File: config.mk
export PLATFORM = sky130hd
export DESIGN_NAME = seq_div_rem
export DESIGN_NICKNAME = d
export VERILOG_FILES = /design/src/rtl/rv32_pkg.sv /design/src/rtl/div_step.sv /design/src/rtl/seq_div_rem.sv
export SDC_FILE = /design/constraint.sdc
export NUM_CORES = 1
export LEC_CHECK = 0
export CORE_UTILIZATION = 59
export DETAILED_ROUTE_END_ITERATION = 7
export PLACE_DENSITY = 0.84
export RECOVER_POWER = 25
export SETUP_SLACK_MARGIN = 0.02
export SLEW_MARGIN = 20
export SYNTH_ARGS = -nofsm -noshare
export SYNTH_HDL_FRONTEND = slang
export SYNTH_SLANG_ARGS = --single-unit
File: constraint.sdc
create_clock -name CLK -period 6.3 [get_ports CLK]
set_input_delay 1.26 -clock CLK [delete_from_list [all_inputs] [get_ports CLK]]
set_output_delay 1.26 -clock CLK [all_outputs]
set_load 0.005 [all_outputs]
File: src/rtl/rv32_pkg.sv
// ---------------------------------------------------------------------------
// rv32_pkg
//   Shared definitions for the RV32M multi-cycle divide unit.
//   - funct_e : M-extension divide/remainder function codes
//   - state_e : divider FSM state encoding
//   - helpers : decode of signedness and quotient/remainder selection
// ---------------------------------------------------------------------------
package rv32_pkg;

  typedef enum logic [1:0] {
    FN_DIV  = 2'b00,
    FN_DIVU = 2'b01,
    FN_REM  = 2'b10,
    FN_REMU = 2'b11
  } funct_e;

  typedef enum logic [1:0] {
    ST_IDLE = 2'b00,
    ST_CALC = 2'b01,
    ST_FIX  = 2'b10
  } state_e;

  // Bit 0 of the function code selects unsigned operation.
  function automatic logic fn_is_signed(input logic [1:0] funct);
    return ~funct[0];
  endfunction

  // Bit 1 of the function code selects the remainder as the result.
  function automatic logic fn_is_rem(input logic [1:0] funct);
    return funct[1];
  endfunction

endpackage

File: src/rtl/div_step.sv
// ---------------------------------------------------------------------------
// div_step
//   One combinational iteration of a radix-2 restoring divider.
//   Shifts {rem, quo} left by one, trial-subtracts the divisor from the
//   partial remainder and keeps the difference when it is non-negative.
//
// Ports
//   rem      in   XLEN  partial remainder (always < dvs on entry)
//   quo      in   XLEN  quotient/dividend shift register
//   dvs      in   XLEN  divisor magnitude (non-zero)
//   rem_nxt  out  XLEN  partial remainder after this iteration
//   quo_nxt  out  XLEN  shift register with the new quotient bit in bit 0
// ---------------------------------------------------------------------------
module div_step #(
  parameter int XLEN = 32
) (
  input  logic [XLEN-1:0] rem,
  input  logic [XLEN-1:0] quo,
  input  logic [XLEN-1:0] dvs,
  output logic [XLEN-1:0] rem_nxt,
  output logic [XLEN-1:0] quo_nxt
);

  logic [XLEN:0]        shifted;
  logic signed [XLEN:0] trial;
  logic                 trial_ge;

  // Because rem < dvs on entry, shifted < 2*dvs, so the true difference lies
  // in (-dvs, dvs) and always fits an XLEN+1-bit signed value: bit XLEN is a
  // valid sign even though shifted itself may use all XLEN+1 bits.
  always_comb begin
    shifted  = {rem, quo[XLEN-1]};
    trial    = $signed(shifted - {1'b0, dvs});
    trial_ge = (trial >= 0);
    quo_nxt  = {quo[XLEN-2:0], trial_ge};
    rem_nxt  = trial_ge ? trial[XLEN-1:0] : shifted[XLEN-1:0];
  end

endmodule

File: src/rtl/seq_div_rem.sv
// ---------------------------------------------------------------------------
// seq_div_rem
//   Multi-cycle radix-2 restoring divider for RV32M DIV/DIVU/REM/REMU.
//   Sits beside the ALU in EX; the core stalls EX while Busy is high and
//   captures Result on the single-cycle Done pulse.
//   Flow: IDLE -(accept)-> CALC (XLEN iterations) -> FIX (sign fix) -> IDLE.
//   Divide-by-zero and signed overflow skip CALC and finish in one edge.
//
// Ports
//   CLK     in   1     clock, rising edge
//   RST     in   1     asynchronous active-high reset
//   Start   in   1     op request, accepted only while idle
//   Flush   in   1     abort any op in flight (wins over Start)
//   Funct   in   2     00 DIV, 01 DIVU, 10 REM, 11 REMU
//   Rs1     in   XLEN  dividend, sampled on the accept edge
//   Rs2     in   XLEN  divisor, sampled on the accept edge
//   Busy    out  1     high whenever the FSM is not idle
//   Done    out  1     one-cycle pulse, Result valid
//   Result  out  XLEN  quotient or remainder, held until the next FIX edge
// ---------------------------------------------------------------------------
module seq_div_rem
  import rv32_pkg::*;
#(
  parameter int XLEN = 32
) (
  input  logic            CLK,
  input  logic            RST,
  input  logic            Start,
  input  logic            Flush,
  input  logic [1:0]      Funct,
  input  logic [XLEN-1:0] Rs1,
  input  logic [XLEN-1:0] Rs2,
  output logic            Busy,
  output logic            Done,
  output logic [XLEN-1:0] Result
);

  localparam int CNT_W = $clog2(XLEN);
  localparam logic [CNT_W-1:0] CNT_LAST = CNT_W'(XLEN - 1);
  localparam logic [XLEN-1:0]  MIN_VAL  = {1'b1, {(XLEN-1){1'b0}}};

  // Two's-complement negate when en is set. The most negative value maps to
  // itself, which read as unsigned is exactly its magnitude.
  function automatic logic [XLEN-1:0] neg_if(input logic [XLEN-1:0] x,
                                             input logic            en);
    logic signed [XLEN-1:0] sx;
    sx = $signed(x);
    return en ? $unsigned(-sx) : x;
  endfunction

  state_e           state, state_nxt;
  logic [CNT_W-1:0] cnt;
  logic [1:0]       funct_q;
  logic [XLEN-1:0]  quo, rem, dvs;
  logic             neg_q, neg_r;
  logic [XLEN-1:0]  result_q;
  logic             done_q;

  logic             signed_op;
  logic             rs1_neg, rs2_neg;
  logic [XLEN-1:0]  rs1_mag, rs2_mag;
  logic             div_zero, sgn_ovf, special;
  logic [XLEN-1:0]  rem_step, quo_step;
  logic [XLEN-1:0]  fix_val;

  // Operand decode for the accept edge
  assign signed_op = fn_is_signed(Funct);
  assign rs1_neg   = signed_op & Rs1[XLEN-1];
  assign rs2_neg   = signed_op & Rs2[XLEN-1];
  assign rs1_mag   = neg_if(Rs1, rs1_neg);
  assign rs2_mag   = neg_if(Rs2, rs2_neg);
  assign div_zero  = (Rs2 == '0);
  assign sgn_ovf   = signed_op & (Rs1 == MIN_VAL) & (Rs2 == '1);
  assign special   = div_zero | sgn_ovf;

  div_step #(.XLEN(XLEN)) u_step (
    .rem     (rem),
    .quo     (quo),
    .dvs     (dvs),
    .rem_nxt (rem_step),
    .quo_nxt (quo_step)
  );

  // Sign fix: the neg flags are already zero for unsigned ops, the signed
  // gate only keeps the decision local to the latched function code.
  always_comb begin
    if (fn_is_rem(funct_q)) begin
      fix_val = neg_if(rem, neg_r & fn_is_signed(funct_q));
    end else begin
      fix_val = neg_if(quo, neg_q & fn_is_signed(funct_q));
    end
  end

  // FSM state register
  always_ff @(posedge CLK or posedge RST) begin
    if (RST) begin
      state <= ST_IDLE;
    end else begin
      state <= state_nxt;
    end
  end

  // FSM next state
  always_comb begin
    state_nxt = state;
    if (Flush) begin
      state_nxt = ST_IDLE;
    end else begin
      case (state)
        ST_IDLE: if (Start) state_nxt = special ? ST_FIX : ST_CALC;
        ST_CALC: if (cnt == CNT_LAST) state_nxt = ST_FIX;
        ST_FIX:  state_nxt = ST_IDLE;
        default: state_nxt = ST_IDLE;
      endcase
    end
  end

  // Operand, iteration and result registers.
  // Special cases preload the quotient/remainder registers so the common FIX
  // step produces the RISC-V defined answer: for x/0 the remainder register
  // holds |x| with neg_r = sign(x), which the FIX negate turns back into x.
  always_ff @(posedge CLK or posedge RST) begin
    if (RST) begin
      cnt      <= '0;
      funct_q  <= '0;
      quo      <= '0;
      rem      <= '0;
      dvs      <= '0;
      neg_q    <= 1'b0;
      neg_r    <= 1'b0;
      result_q <= '0;
      done_q   <= 1'b0;
    end else begin
      done_q <= 1'b0;
      if (!Flush) begin
        case (state)
          ST_IDLE: begin
            if (Start) begin
              funct_q <= Funct;
              cnt     <= '0;
              dvs     <= rs2_mag;
              if (div_zero) begin
                quo   <= '1;
                rem   <= rs1_mag;
                neg_q <= 1'b0;
                neg_r <= rs1_neg;
              end else if (sgn_ovf) begin
                quo   <= MIN_VAL;
                rem   <= '0;
                neg_q <= 1'b0;
                neg_r <= 1'b0;
              end else begin
                quo   <= rs1_mag;
                rem   <= '0;
                neg_q <= rs1_neg ^ rs2_neg;
                neg_r <= rs1_neg;
              end
            end
          end
          ST_CALC: begin
            rem <= rem_step;
            quo <= quo_step;
            cnt <= cnt + 1'b1;
          end
          ST_FIX: begin
            result_q <= fix_val;
            done_q   <= 1'b1;
          end
          default: ;
        endcase
      end
    end
  end

  assign Busy   = (state != ST_IDLE);
  assign Done   = done_q;
  assign Result = result_q;

endmodule

==> results_dict.tcl <==
set metrics [dict create \
    dr_wl_met2_um 15600 \
    syn_inst 1425 \
    ios 104 \
    p_leak_nw 5.32 \
    place_hpwl_um 25700 \
    numCtsBuffers 17 \
    synth_seq_cells 140 \
    die_h_um 138 \
    design_area_mm2 0.0127 \
    ff2ff_setup_slack_ns 1.79 \
    fp-row-count 49 \
    initial_core_util_pct 60.7 \
    critPathMaxFanout 66 \
    drc 10 \
    num_vias 11300 \
    cap_violations 2 \
    clk_path_buf_depth 2 \
    synthesis.area_mm2 0.0110 \
    reg2regPathDepth 10 \
    setup_tns_ns 0 \
    drtIter0Drc 1222 \
    worstPathCellList "dlygate4sd3_1 -> clkinvlp_2 -> clkbuf_1" \
    dr.pass1.iters 8 \
    synth_top_cell_area_share_pct 31.9 \
    fillerInstances 1495 \
    final_cell_mix "o21ai_0 (200), nand2_1 (180), dfrtp_1 (140)" \
    synth_area_leaders "dfrtp_1 (32%), o21ai_0 (9.1%), nand2_1 (6.2%)" \
    routed_wl_um 34600 \
    critPathTopFamily "buffers and inverters" \
    die-area_mm2 0.0192 \
    holdBufCountCts 0 \
    syn_nets 1535 \
    nets 1591 \
    irDropWorstVdd_v 0.000305 \
    n_antenna_cell 0 \
    ctsResizeCount 0 \
    cts.sinks 140 \
    final_common_cell "o21ai_0" \
    overflow 0 \
    crit_slowest_cell "clkinvlp_2" \
    ys.flop_type "dfrtp_1" \
    port_buffers 103 \
    wl_met3_um 3290 \
    rsz0062_at_grt "false" \
    avgSynthCellArea_um2 7.70 \
    viasPerCell 6.55 \
    critPathKind "in2async" \
    utilization_pct 70.2 \
    cpPeakStageDelay_ns 1.72 \
    fin_skew_ns 0.0142 \
    route.top_layer_used "met4" \
    relSlewSlack_pct -106 \
    die_x_um 138 \
    hold_violations 0 \
    clk_pin_slew_ns 0.07 \
    drtAntennaViolNets 0 \
    cts_setup_buffers 0 \
    slew_viol_final 97 \
    finalSetupViolCount 0 \
    area_growth_pct 15.7 \
    hold_depth 2 \
    min_to "Result[20]$_DFFE_PP0P_" \
    fmax_mhz 217 \
    cp_data_arrival_time_ns 4.86 \
    tightestPinTransition_ns 3.07 \
    grt_pass1_vias 10600 \
    postPlaceCellArea_mm2 0.0121 \
    min_period_over_period_pct 73.1 \
    violations "DRC, capacitance limit, slew limit" \
    detail_route.wl_per_cell_um 20.1 \
    multi_input_area_mm2 0.00698 \
    cts_tree "done" \
    place_congestion 0.984 \
    powerDensity_mw_per_mm2 383 \
    drt-met1-wl_um 14100 \
    cts_root_buffer "clkbuf_16" \
    holdWs_ns 0.477 \
    grt_pass1_wl_um 55600 \
    antenna_found_initial 0 \
    p_total_mw 4.86 \
    coreArea_mm2 0.0181 \
    fin_crit_ns 4.61 \
    cts_htree_levels 4 \
    min_from "Result[20]$_DFFE_PP0P_" \
    synth_warnings 0 \
    synth_edf_count 0 \
    required_ns 6.56 \
    synthArstFlopShare_pct 100 \
    status "finished, violations left" \
    r2r_start "rem[14]$_DFFE_PP0P_" \
    synth_largest_area_cell "dfrtp_1" \
    grt_usage_pct 37.0 \
    timing.rr.end "rem[21]$_DFFE_PP0P_" \
    ys_seq_area_share_pct 31.9 \
    clk-insertion-delay-late_ns 0.45 \
    grt_max_degree 97 \
    netlist-cell-type-count 71 \
    holdCritPathClass "reg2reg" \
    crit_buf_inv 3 \
    seq_area_mm2 0.00350 \
    drive_gt1_share_pct 4.89 \
    worstSetupEndpointType "async pin" \
    critPathLaunchType "primary input" \
]
[cells by family after synthesis]
family	synth area share [%]
AO/OA/AOI/OAI	24.9
buffers and inverters	4.70
AND/OR/NAND/NOR	21.7
XOR/XNOR	11.0
flip-flops	31.9
multiplexers	1.20
adder cells (fa/ha/maj)	4.63
[registers in the layout (all words and copies together), names as in the netlist]
register	flops
Done	1
rem	32
neg_r	1
neg_q	1
dvs	32
quo	32
funct_q	2
state	2
Result	32
cnt	5
[layout make-up]
cell class              count  share of cell area (%)
well taps                 229                    2.26
clock inverters            15                    1.28
inverters                  52                    1.55
clock buffers              17                    3.35
repair buffers            118                    8.98
multi-input cells        1152                    55.0
flip-flops and latches    140                    27.6
[how the worst max path moves through the flow]
| stage | from | end | slack [ns] | depth (start not counted) |
|---|---|---|---|---|
| 2_1_floorplan | RST | Done$_DFF_PP0_ | 1.29 | 1 |
| 5_1_grt | RST | rem[17]$_DFFE_PP0P_ | 1.01 | 3 |
| 3_5_place_dp | Rs2[6] | rem[25]$_DFFE_PP0P_ | 1.67 | 11 |
| 3_3_place_gp | Rs2[6] | rem[25]$_DFFE_PP0P_ | 1.70 | 11 |
| 6_report | RST | rem[16]$_DFFE_PP0P_ | 1.69 | 3 |
| 4_1_cts | rem[14]$_DFFE_PP0P_ | rem[21]$_DFFE_PP0P_ | 2.08 | 10 |
[metal layers]
metal	up-vias	track usage (%)
met1	5275	49.6
met4	0	18.5
li1	5221	-
met3	128	6.86
met5	-	0
met2	670	57.4
[through the flow]
step | setup slack [ns] | instances
floorplan | 1.29 | 1425
global placement | 1.70 | 1691
detailed placement | 1.67 | 1691
CTS | 2.08 | 1723
global route | 1.01 | 1723
finish | 1.69 | 1723
[synth_stat cells (all sizes together), types with 4 or more instances]
cell      n
inv      52
a21o     13
nor4     15
nor2b    10
nand2   182
clkbuf   67
a211oi    8
nand4    14
xor2     68
nand2b   13
o22ai    11
xnor2    70
and3     16
o22a      4
nor3     44
nor2    107
a31oi    10
mux2i    12
or3      26
dfrtp   140
o21ai   202
o41ai    11
o21a      7
a21oi   129
o31ai    32
or2       4
nand3    30
ha       39
and2      6
or4      15
buf      14
o211ai   15
[worst reg2reg max path, cell delays in order (launching register included)]
cell,delay [ns]
dfrtp_1,0.51
ha_1,0.47
a21oi_1,0.24
o21ai_0,0.21
a2111oi_0,0.54
a21o_1,0.26
a211oi_1,0.14
o21ai_1,0.72
nand2_1,0.65
o31ai_1,0.51
a221o_1,0.20
[report_power, final]
group | switching, mW | total [mW] | leakage [nW] | internal (mW)
logic | 1.50 | 2.48 | 3.22 | 0.985
registers | 0.287 | 1.35 | 1.81 | 1.06
clock network | 0.493 | 1.03 | 0.288 | 0.534
total | 2.28 | 4.86 | 5.32 | 2.58
Note: power is estimated with default switching activity, not from simulation.
